[src/rtl/packet_framer.sv]
// packet_framer: wraps TLP/DLLP payload bytes in STP/SDP ... END/EDB K-symbols, PAD when idle.
// Define PACKET_FRAMER_STATS_EN to add the tlp_cnt/dllp_cnt/edb_cnt statistics outputs.
module packet_framer #(
  parameter int IDLE_PAD    = 1,
  parameter int MAX_TLP_LEN = 4096,
  parameter int CNT_W       = 13
) (
  input  logic       clk,
  input  logic       rst_n,
  input  logic       in_valid,
  output logic       in_ready,
  input  logic [7:0] in_data,
  input  logic [1:0] in_type,
  input  logic       in_last,
  input  logic       in_abort,
  input  logic       out_ready,
  output logic       out_valid,
  output logic [7:0] out_data,
  output logic       out_dk
`ifdef PACKET_FRAMER_STATS_EN
  ,
  output logic [15:0] tlp_cnt,
  output logic [15:0] dllp_cnt,
  output logic [15:0] edb_cnt
`endif
);
  typedef enum logic [1:0] {IDLE, DATA, EOF, DROP} state_t;
  localparam logic [7:0] STP = 8'hFB;
  localparam logic [7:0] SDP = 8'h5C;
  localparam logic [7:0] END_K = 8'hFD;
  localparam logic [7:0] EDB = 8'hFE;
  localparam logic [7:0] IDLE_DATA = (IDLE_PAD != 0) ? 8'hF7 : 8'h00;
  localparam logic IDLE_K = (IDLE_PAD != 0);
  localparam logic [CNT_W-1:0] MAX_CNT = CNT_W'(MAX_TLP_LEN);
  state_t state, state_n;
  logic is_tlp, is_tlp_n, abort_q, abort_n;
  logic [CNT_W-1:0] cnt, cnt_n;
  logic [7:0] data_n;
  logic dk_n, valid_n;
  logic advance, accept, bad_type, ovf;
  assign advance = out_ready | ~out_valid;
  assign accept = in_valid & in_ready;
  assign bad_type = (in_type == 2'b00) || (in_type == 2'b11);
  assign ovf = is_tlp && (cnt == MAX_CNT);
  always_comb begin
    state_n = state;
    is_tlp_n = is_tlp;
    abort_n = abort_q;
    cnt_n = cnt;
    data_n = IDLE_DATA;
    dk_n = IDLE_K;
    valid_n = IDLE_K;
    in_ready = 1'b0;
    case (state)
      IDLE: if (advance && in_valid) begin
        if (bad_type) begin
          in_ready = 1'b1;
          state_n = in_last ? IDLE : DROP;
        end else begin
          data_n = (in_type == 2'b01) ? STP : SDP;
          dk_n = 1'b1;
          valid_n = 1'b1;
          is_tlp_n = (in_type == 2'b01);
          abort_n = 1'b0;
          cnt_n = '0;
          state_n = DATA;
        end
      end
      DATA: begin
        in_ready = advance;
        if (accept && ovf) begin
          data_n = EDB;
          dk_n = 1'b1;
          valid_n = 1'b1;
          cnt_n = '0;
          state_n = in_last ? IDLE : DROP;
        end else if (accept) begin
          data_n = in_data;
          dk_n = 1'b0;
          valid_n = 1'b1;
          cnt_n = cnt + CNT_W'(1);
          abort_n = in_last ? (is_tlp & in_abort) : abort_q;
          state_n = in_last ? EOF : DATA;
        end else begin
          valid_n = 1'b0;
        end
      end
      EOF: begin
        data_n = abort_q ? EDB : END_K;
        dk_n = 1'b1;
        valid_n = 1'b1;
        cnt_n = '0;
        state_n = IDLE;
      end
      default: begin
        in_ready = 1'b1;
        state_n = (accept && in_last) ? IDLE : DROP;
      end
    endcase
  end
  // DROP only swallows input, so it may leave without waiting for the output slot
  always_ff @(posedge clk or negedge rst_n) begin
    if (!rst_n) begin
      state <= IDLE;
      is_tlp <= 1'b0;
      abort_q <= 1'b0;
      cnt <= '0;
      out_valid <= IDLE_K;
      out_data <= IDLE_DATA;
      out_dk <= IDLE_K;
    end else if (advance) begin
      state <= state_n;
      is_tlp <= is_tlp_n;
      abort_q <= abort_n;
      cnt <= cnt_n;
      out_valid <= valid_n;
      out_data <= data_n;
      out_dk <= dk_n;
    end else if (state == DROP) begin
      state <= state_n;
    end
  end
`ifdef PACKET_FRAMER_STATS_EN
  logic end_ld, edb_ld;
  assign end_ld = advance && (state == EOF) && !abort_q;
  assign edb_ld = advance && (((state == EOF) && abort_q) || ((state == DATA) && accept && ovf));
  always_ff @(posedge clk or negedge rst_n) begin
    if (!rst_n) begin
      tlp_cnt <= '0;
      dllp_cnt <= '0;
      edb_cnt <= '0;
    end else begin
      if (end_ld && is_tlp) tlp_cnt <= tlp_cnt + 16'd1;
      if (end_ld && !is_tlp) dllp_cnt <= dllp_cnt + 16'd1;
      if (edb_ld) edb_cnt <= edb_cnt + 16'd1;
    end
  end
`endif
endmodule

[config.mk]
export PLATFORM = sky130hd
export DESIGN_NAME = packet_framer
export DESIGN_NICKNAME = d
export VERILOG_FILES = /design/src/rtl/packet_framer.sv
export SDC_FILE = /design/constraint.sdc
export NUM_CORES = 1
export LEC_CHECK = 0
export CAP_MARGIN = 20
export CORE_ASPECT_RATIO = 2
export CORE_MARGIN = 8
export CORE_UTILIZATION = 48
export DETAILED_ROUTE_END_ITERATION = 6
export PLACE_DENSITY = 0.83
export SETUP_SLACK_MARGIN = 0.05
export SKIP_CTS_REPAIR_TIMING = 1
export SYNTH_ARGS = -nofsm -noshare
export SYNTH_HDL_FRONTEND = slang
export SYNTH_SLANG_ARGS = --single-unit
[constraint.sdc]
create_clock -name clk -period 1.9 [get_ports clk]
set_clock_uncertainty 0.2 [all_clocks]
set_input_delay 0.19 -clock clk [delete_from_list [all_inputs] [get_ports clk]]
set_output_delay 0.19 -clock clk [all_outputs]
set_load 0.01 [all_outputs]
---- After elaboration in Yosys (flattened, before gate mapping) ----
Cells that the tools add are included.
storage, ports and cells
  ROM bits ................................ 0
  output and inout bits ................... 11
  flip-flop bits (word level) ............. 27
  memories ................................ 0
  memory bits (writable) .................. 0
  latch bits .............................. 0
operators by class
  equality and inequality tests ........... 12
  shift operators ......................... 0
  divide/modulo/power cells ............... 0
  magnitude comparators ................... 0
  add/sub/neg operators ................... 1
  reductions and logical operators ........ 13
  bitwise gates (word level) .............. 5
  mux-type cells .......................... 37
  multipliers ............................. 0
operators with widths
  cell                                                              number
  13-bit two-way mux                                                4
  8-bit two-way mux                                                 5
  13-bit one-hot mux with 3 select lines                            1
  8-bit one-hot mux with 3 select lines                             1
  2-bit two-way mux                                                 10
  13-bit by 1-bit adder with 13-bit output (second input constant)  1
  13-bit == test (second input constant)                            1
  1-bit two-way mux                                                 13
  2-bit inequality test (second input constant)                     5
  7-bit AND reduction                                               1
  2-bit == test (second input constant)                             3
  2-bit one-hot mux with 3 select lines                             1
  5-bit AND reduction                                               1
  2-bit by 1-bit == test with 1-bit output (second input constant)  2
  1-bit logical AND                                                 4
  2-bit logical NOT                                                 2
  4-bit AND reduction                                               1
  2-bit nonzero test                                                2
  3-bit inequality test (second input constant)                     1
  1-bit one-hot mux with 3 select lines                             1
  3-bit nonzero test                                                1
  1-bit bitwise AND                                                 2
  1-bit inverter                                                    2
  1-bit one-hot mux with 2 select lines                             1
  other kinds (2)                                                   2

---- Logic depth before layout (Yosys ltp) ----
  word-level depth ........................ 11
  gate-level depth with buffers ........... 8

---- Worst setup path before layout ----
Ideal clock, no wire load.
  path kind ............................... register to register
  start ................................... reg cnt[0]
  end ..................................... reg cnt[12]
  required time ........................... 1.581 ns
  arrival ................................. 1.516 ns
  slack ................................... 0.065 ns
  cell stages (with the launch flop) ...... 9
  cell sequence ........................... dfrtp_1 > inv_1 > ha_1 > nor4b_2 > nand4_2 > o21ai_2 > and2_0 > buf_2 > nor2_1
on the way
  word-level cells in the longest chain between the ends .. 5
  elaborated cells between the ends (all ways) .. 9
  classes of those cells .................. add/sub (1); eq/ne (2); mux (3); reduce/logical (3)
ends and longest elaborated chain
  item                                                                                              line  RTL
  from (decl)                                                                                       37    logic [CNT_W-1:0] cnt, cnt_n;
  from (signal assigned)                                                                            115   cnt <= cnt_n;
  parallel branches: the longest is 5 deep, another holds 13-bit by 1-bit adder with 13-bit output  -
Parallel ways; which one is timed is not known. The select of a mux whose other input is x is not followed.
A chain may end at the register's enable or synchronous reset.

---- Worst setup path after layout ----
  start ................................... reg cnt[9]
  end ..................................... reg state[1]
on the way
  word-level cells in the longest chain between the ends .. 7
ends and longest elaborated chain
  item                                       line  RTL
  13-bit == test (*)                         44    assign ovf = is_tlp && (cnt == MAX_CNT);
  1-bit logical AND (*)                      44
  1-bit logical AND (*)                      71    if (accept && ovf) begin
  2-bit two-way mux (*)                      71
  2-bit one-hot mux with 3 select lines (*)  54    case (state)
  2-bit two-way mux                          119   end else if (state == DROP) begin
  2-bit two-way mux (*)                      111   end else if (advance) begin
  to (signal assigned)                       112   state <= state_n;
  to (signal assigned)                       120   state <= state_n;
  to (decl)                                  35    state_t state, state_n;
Every way passes the cells marked *; elsewhere a longest branch is shown, timed or not. The select of a mux whose other input is x is not followed.

==> metrics.md <==
| Metric | Value |
|---|---|
| Run status | finished with violations |
| Violations in the final reports | negative setup slack |
| Clock root cell | sky130_fd_sc_hd__clkbuf_8 |
| Placer Congestion | 0.805 |
| Power Internal | 1.81 mW |
| Height of the die | 98.8 um |
| Number of warnings issued by yosys | 0 |
| Post-synthesis area per instance | 8.85 um^2 |
| Critical path data required time | 1850 ps |
| Fraction of the mapped netlist area in compound gates | 18.9% |
| Worst slack at placement | -507 ps |
| Clock latency of the later-clocked register in the worst-skew pair | 270 ps |
| Register bit count reported by yosys | 27 |
| Antenna diodes | 0 |
| RSZ-0062 raised after global routing | yes |
| Maximum fanout along the worst path | 5 |
| # IOs | 27 |
| Initial antenna violation count | 0 |
| Minimum setup slack in the final design | -99.0 ps |
| Mux contribution to synthesized area | 1.90% |
| Rows | 30 |
| Net count reported at finish | 281 |
| Final total negative setup slack | -406 ps |
| Critical path data arrival time | 1950 ps |
| Path depth of the worst reg2reg path | 5 |
| Number of max-cap violations | 0 |
| Number of H-tree branching levels | 1 |
| Post-Syn Instances | 186 |
| Critical Path Start Type | register |
| Portion of total power attributed to sequential cells | 29.4% |
| Leakage power total | 1.14 nW |
| Reg2reg setup slack | -100 ps |
| Most common cell in the synthesized netlist | sky130_fd_sc_hd__dfrtp_1 |
| Synth Area in Simple Gates | 25.6% |
| Top-area cell type share of the netlist area | 27.4% |
| Maximum VDD drop | 0.000780 V |
| Clk slew on worst S/H paths | 90 ps |
| Clock Sink Count | 27 |
| Core area | 3340 um^2 |
| Global-route wire length before repair | 7980 um |
| Final Hold Slack | 89.2 ps |
| Most used DFF post-synth | sky130_fd_sc_hd__dfrtp_1 |
| Final setup fails | 11 |
| Proportion of register bits with asynchronous set or reset after synthesis | 100% |
| Fmax | 500 MHz |
| Sw frac | 39.3% |
| Slew Limit Fails | 0 |
| Cell type with the largest total area after synthesis | sky130_fd_sc_hd__dfrtp_1 |
| Total half-perimeter wirelength after legalization and detailed placement | 3760 um |
| Summed instance area of the synthesized netlist | 1650 um^2 |
| Fraction of layout cells with a size suffix above 1 | 40.0% |
| Buffers on Ports | 26 |
| Final critical delay including setup and external delays | 2000 ps |
| Gr usage total | 17.6% |
| Worst R2R End | state[1]$_DFFE_PN0P_ |
| Cts bufs inserted | 3 |
| Pin count of the biggest net entering global routing | 28 |
| Die Area | 5670 um^2 |
| Library cells used by synthesis | 47 |
| Via count of the first global-routing pass | 1,781 |
| Hold/Removal Path Class | primary input to asynchronous set/reset pin |
| Number of synthesized flops with an enable pin | 0 |
| Total DRC errors in the routed layout | 0 |
| Fin. Hold Viols | 0 |
| Remaining Overflow, GRT | 0 |
| Worst relative slew slack | 71.4% |
| Switching power | 1.17 mW |
| Starting density of the core | 49.3% |
| Reg-to-Reg Start | cnt[9]$_DFFE_PN0P_ |
| Final routed wirelength across all metal layers | 5530 um |
| Type of element capturing the critical path | register |
| Horizontal die dimension | 57.4 um |
| Crit Path Category | register to register |
| Period utilization | 105% |
| Pwr per Cell Area | 1160 nW/um^2 |
| Proportion of synthesized chip area in sequential cells | 41.7% |
| Dominant combinational cell family by area after synthesis | simple AND/OR/NAND/NOR gates |
| Post-detailed-route via-to-cell ratio | 6.07 |
| Pin slew with the least headroom to its limit | 426 ps |
| Fraction of the mapped netlist area in adder cells | 3.04% |
| Inst Count DP | 284 |
| Synth cell count leaders | 18 x sky130_fd_sc_hd__dfrtp_1, 17 x sky130_fd_sc_hd__nor2_1, 15 x sky130_fd_sc_hd__o21ai_0 |
| Average wire per cell in the routed design | 18.9 um |
| Post-layout util | 76.7% |
| Max Root-Sink Buffers | 2 |
| Combinational cell fraction of total power | 59.5% |
| Top cells by area in the synthesized netlist | sky130_fd_sc_hd__dfrtp_1 27%, sky130_fd_sc_hd__dfstp_2 14%, sky130_fd_sc_hd__o21ai_0 4.6% |
| Area added between synthesis and finish | 55.7% |
| Synthesized-area fraction occupied by xor and xnor cells | 3.73% |
| Iteration-0 DRC Markers | 65 |
| Detailed-routing iteration count for the pre-antenna-repair pass | 4 |
| TritonCTS clock tree | done |
| Clock power share | 11.2% |
| Post-route ant nets | 0 |
| Mapped Nets | 206 |
| Number of vias after detailed routing | 1,771 |
| Final Non-Filler Cells | 292 |
==> metal layers <==
layer	up-vias	GRT usage [%]	part of all wire (%)
met4	0	8.95	3.9
li1	814	-	-
met1	882	16.1	34
met5	-	0	0
met3	20	1.83	3.0
met2	55	35.3	59
==> worst max-delay path by stage <==
stage / end / startpoint / slack (ps) / cells after the start
2_1_floorplan: cnt[12]$_DFFE_PN0P_ / cnt[0]$_DFFE_PN0P_ / 70 / 8
3_3_place_gp: cnt[3]$_DFFE_PN0P_ / in_type[0] / -450 / 9
3_5_place_dp: cnt[3]$_DFFE_PN0P_ / in_type[0] / -510 / 9
4_1_cts: in_ready / in_type[0] / -480 / 7
5_1_grt: state[1]$_DFFE_PN0P_ / cnt[1]$_DFFE_PN0P_ / -190 / 7
6_report: state[1]$_DFFE_PN0P_ / cnt[9]$_DFFE_PN0P_ / -100 / 5
==> cell usage in the layout, fill, tap and decap left out, drive strengths merged, types with 6 or more instances in the layout <==
master and instances:
a21oi 14, buf 56, clkdlybuf4s50 22, dfrtp 18
dfstp 9, inv 9, nand2 14, nand2b 6
nand3 6, nor2 17, nor4 8, o21ai 16
xnor2 7
==> critical path: stages (launching register included) <==
cell and delay [ps]:
sky130_fd_sc_hd__dfrtp_1 420, sky130_fd_sc_hd__nor3_1 400, sky130_fd_sc_hd__nand4_4 230, sky130_fd_sc_hd__nor3b_2 260, sky130_fd_sc_hd__mux2i_1 280, sky130_fd_sc_hd__a221oi_2 80
==> cell type report <==
class	instances	area, um^2
clock buffers	4	45.0
well taps	32	40.0
flip-flops and latches	27	687
fillers	204	778
inverters	9	33.8
repair buffers	82	706
multi-input cells	138	1050
==> stage by stage <==
| step | area (um^2) | power [mW] |
|---|---|---|
| after floorplan | 1650 | 1.57 |
| after global placement | 2280 | 2.31 |
| after detailed placement | 2280 | 2.35 |
| after CTS | 2330 | 2.69 |
| after global routing | 2560 | 3.15 |
| final | 2560 | 2.98 |
==> state kept, by name (all words and copies together) (netlist names) <==
signal	cells
abort_q	1
cnt	13
is_tlp	1
out_data	8
out_dk	1
out_valid	1
state	2
==> power groups by stage <==
stage / sequential (mW) / clock, mW / combinational (mW)
after floorplan: 0.894 / 0 / 0.681
after global placement: 0.854 / 0 / 1.45
after detailed placement: 0.862 / 0 / 1.49
after CTS: 0.855 / 0.332 / 1.50
after global routing: 0.891 / 0.357 / 1.90
final: 0.877 / 0.333 / 1.77
==> cell families after synthesis <==
group	after synthesis
flip-flops	27
multiplexers	3
XOR/XNOR	7
adder cells (fa/ha/maj)	4
AND/OR/NAND/NOR	76
AO/OA/AOI/OAI	48
buffers and inverters	21
Power figures use the tool's default switching activity.
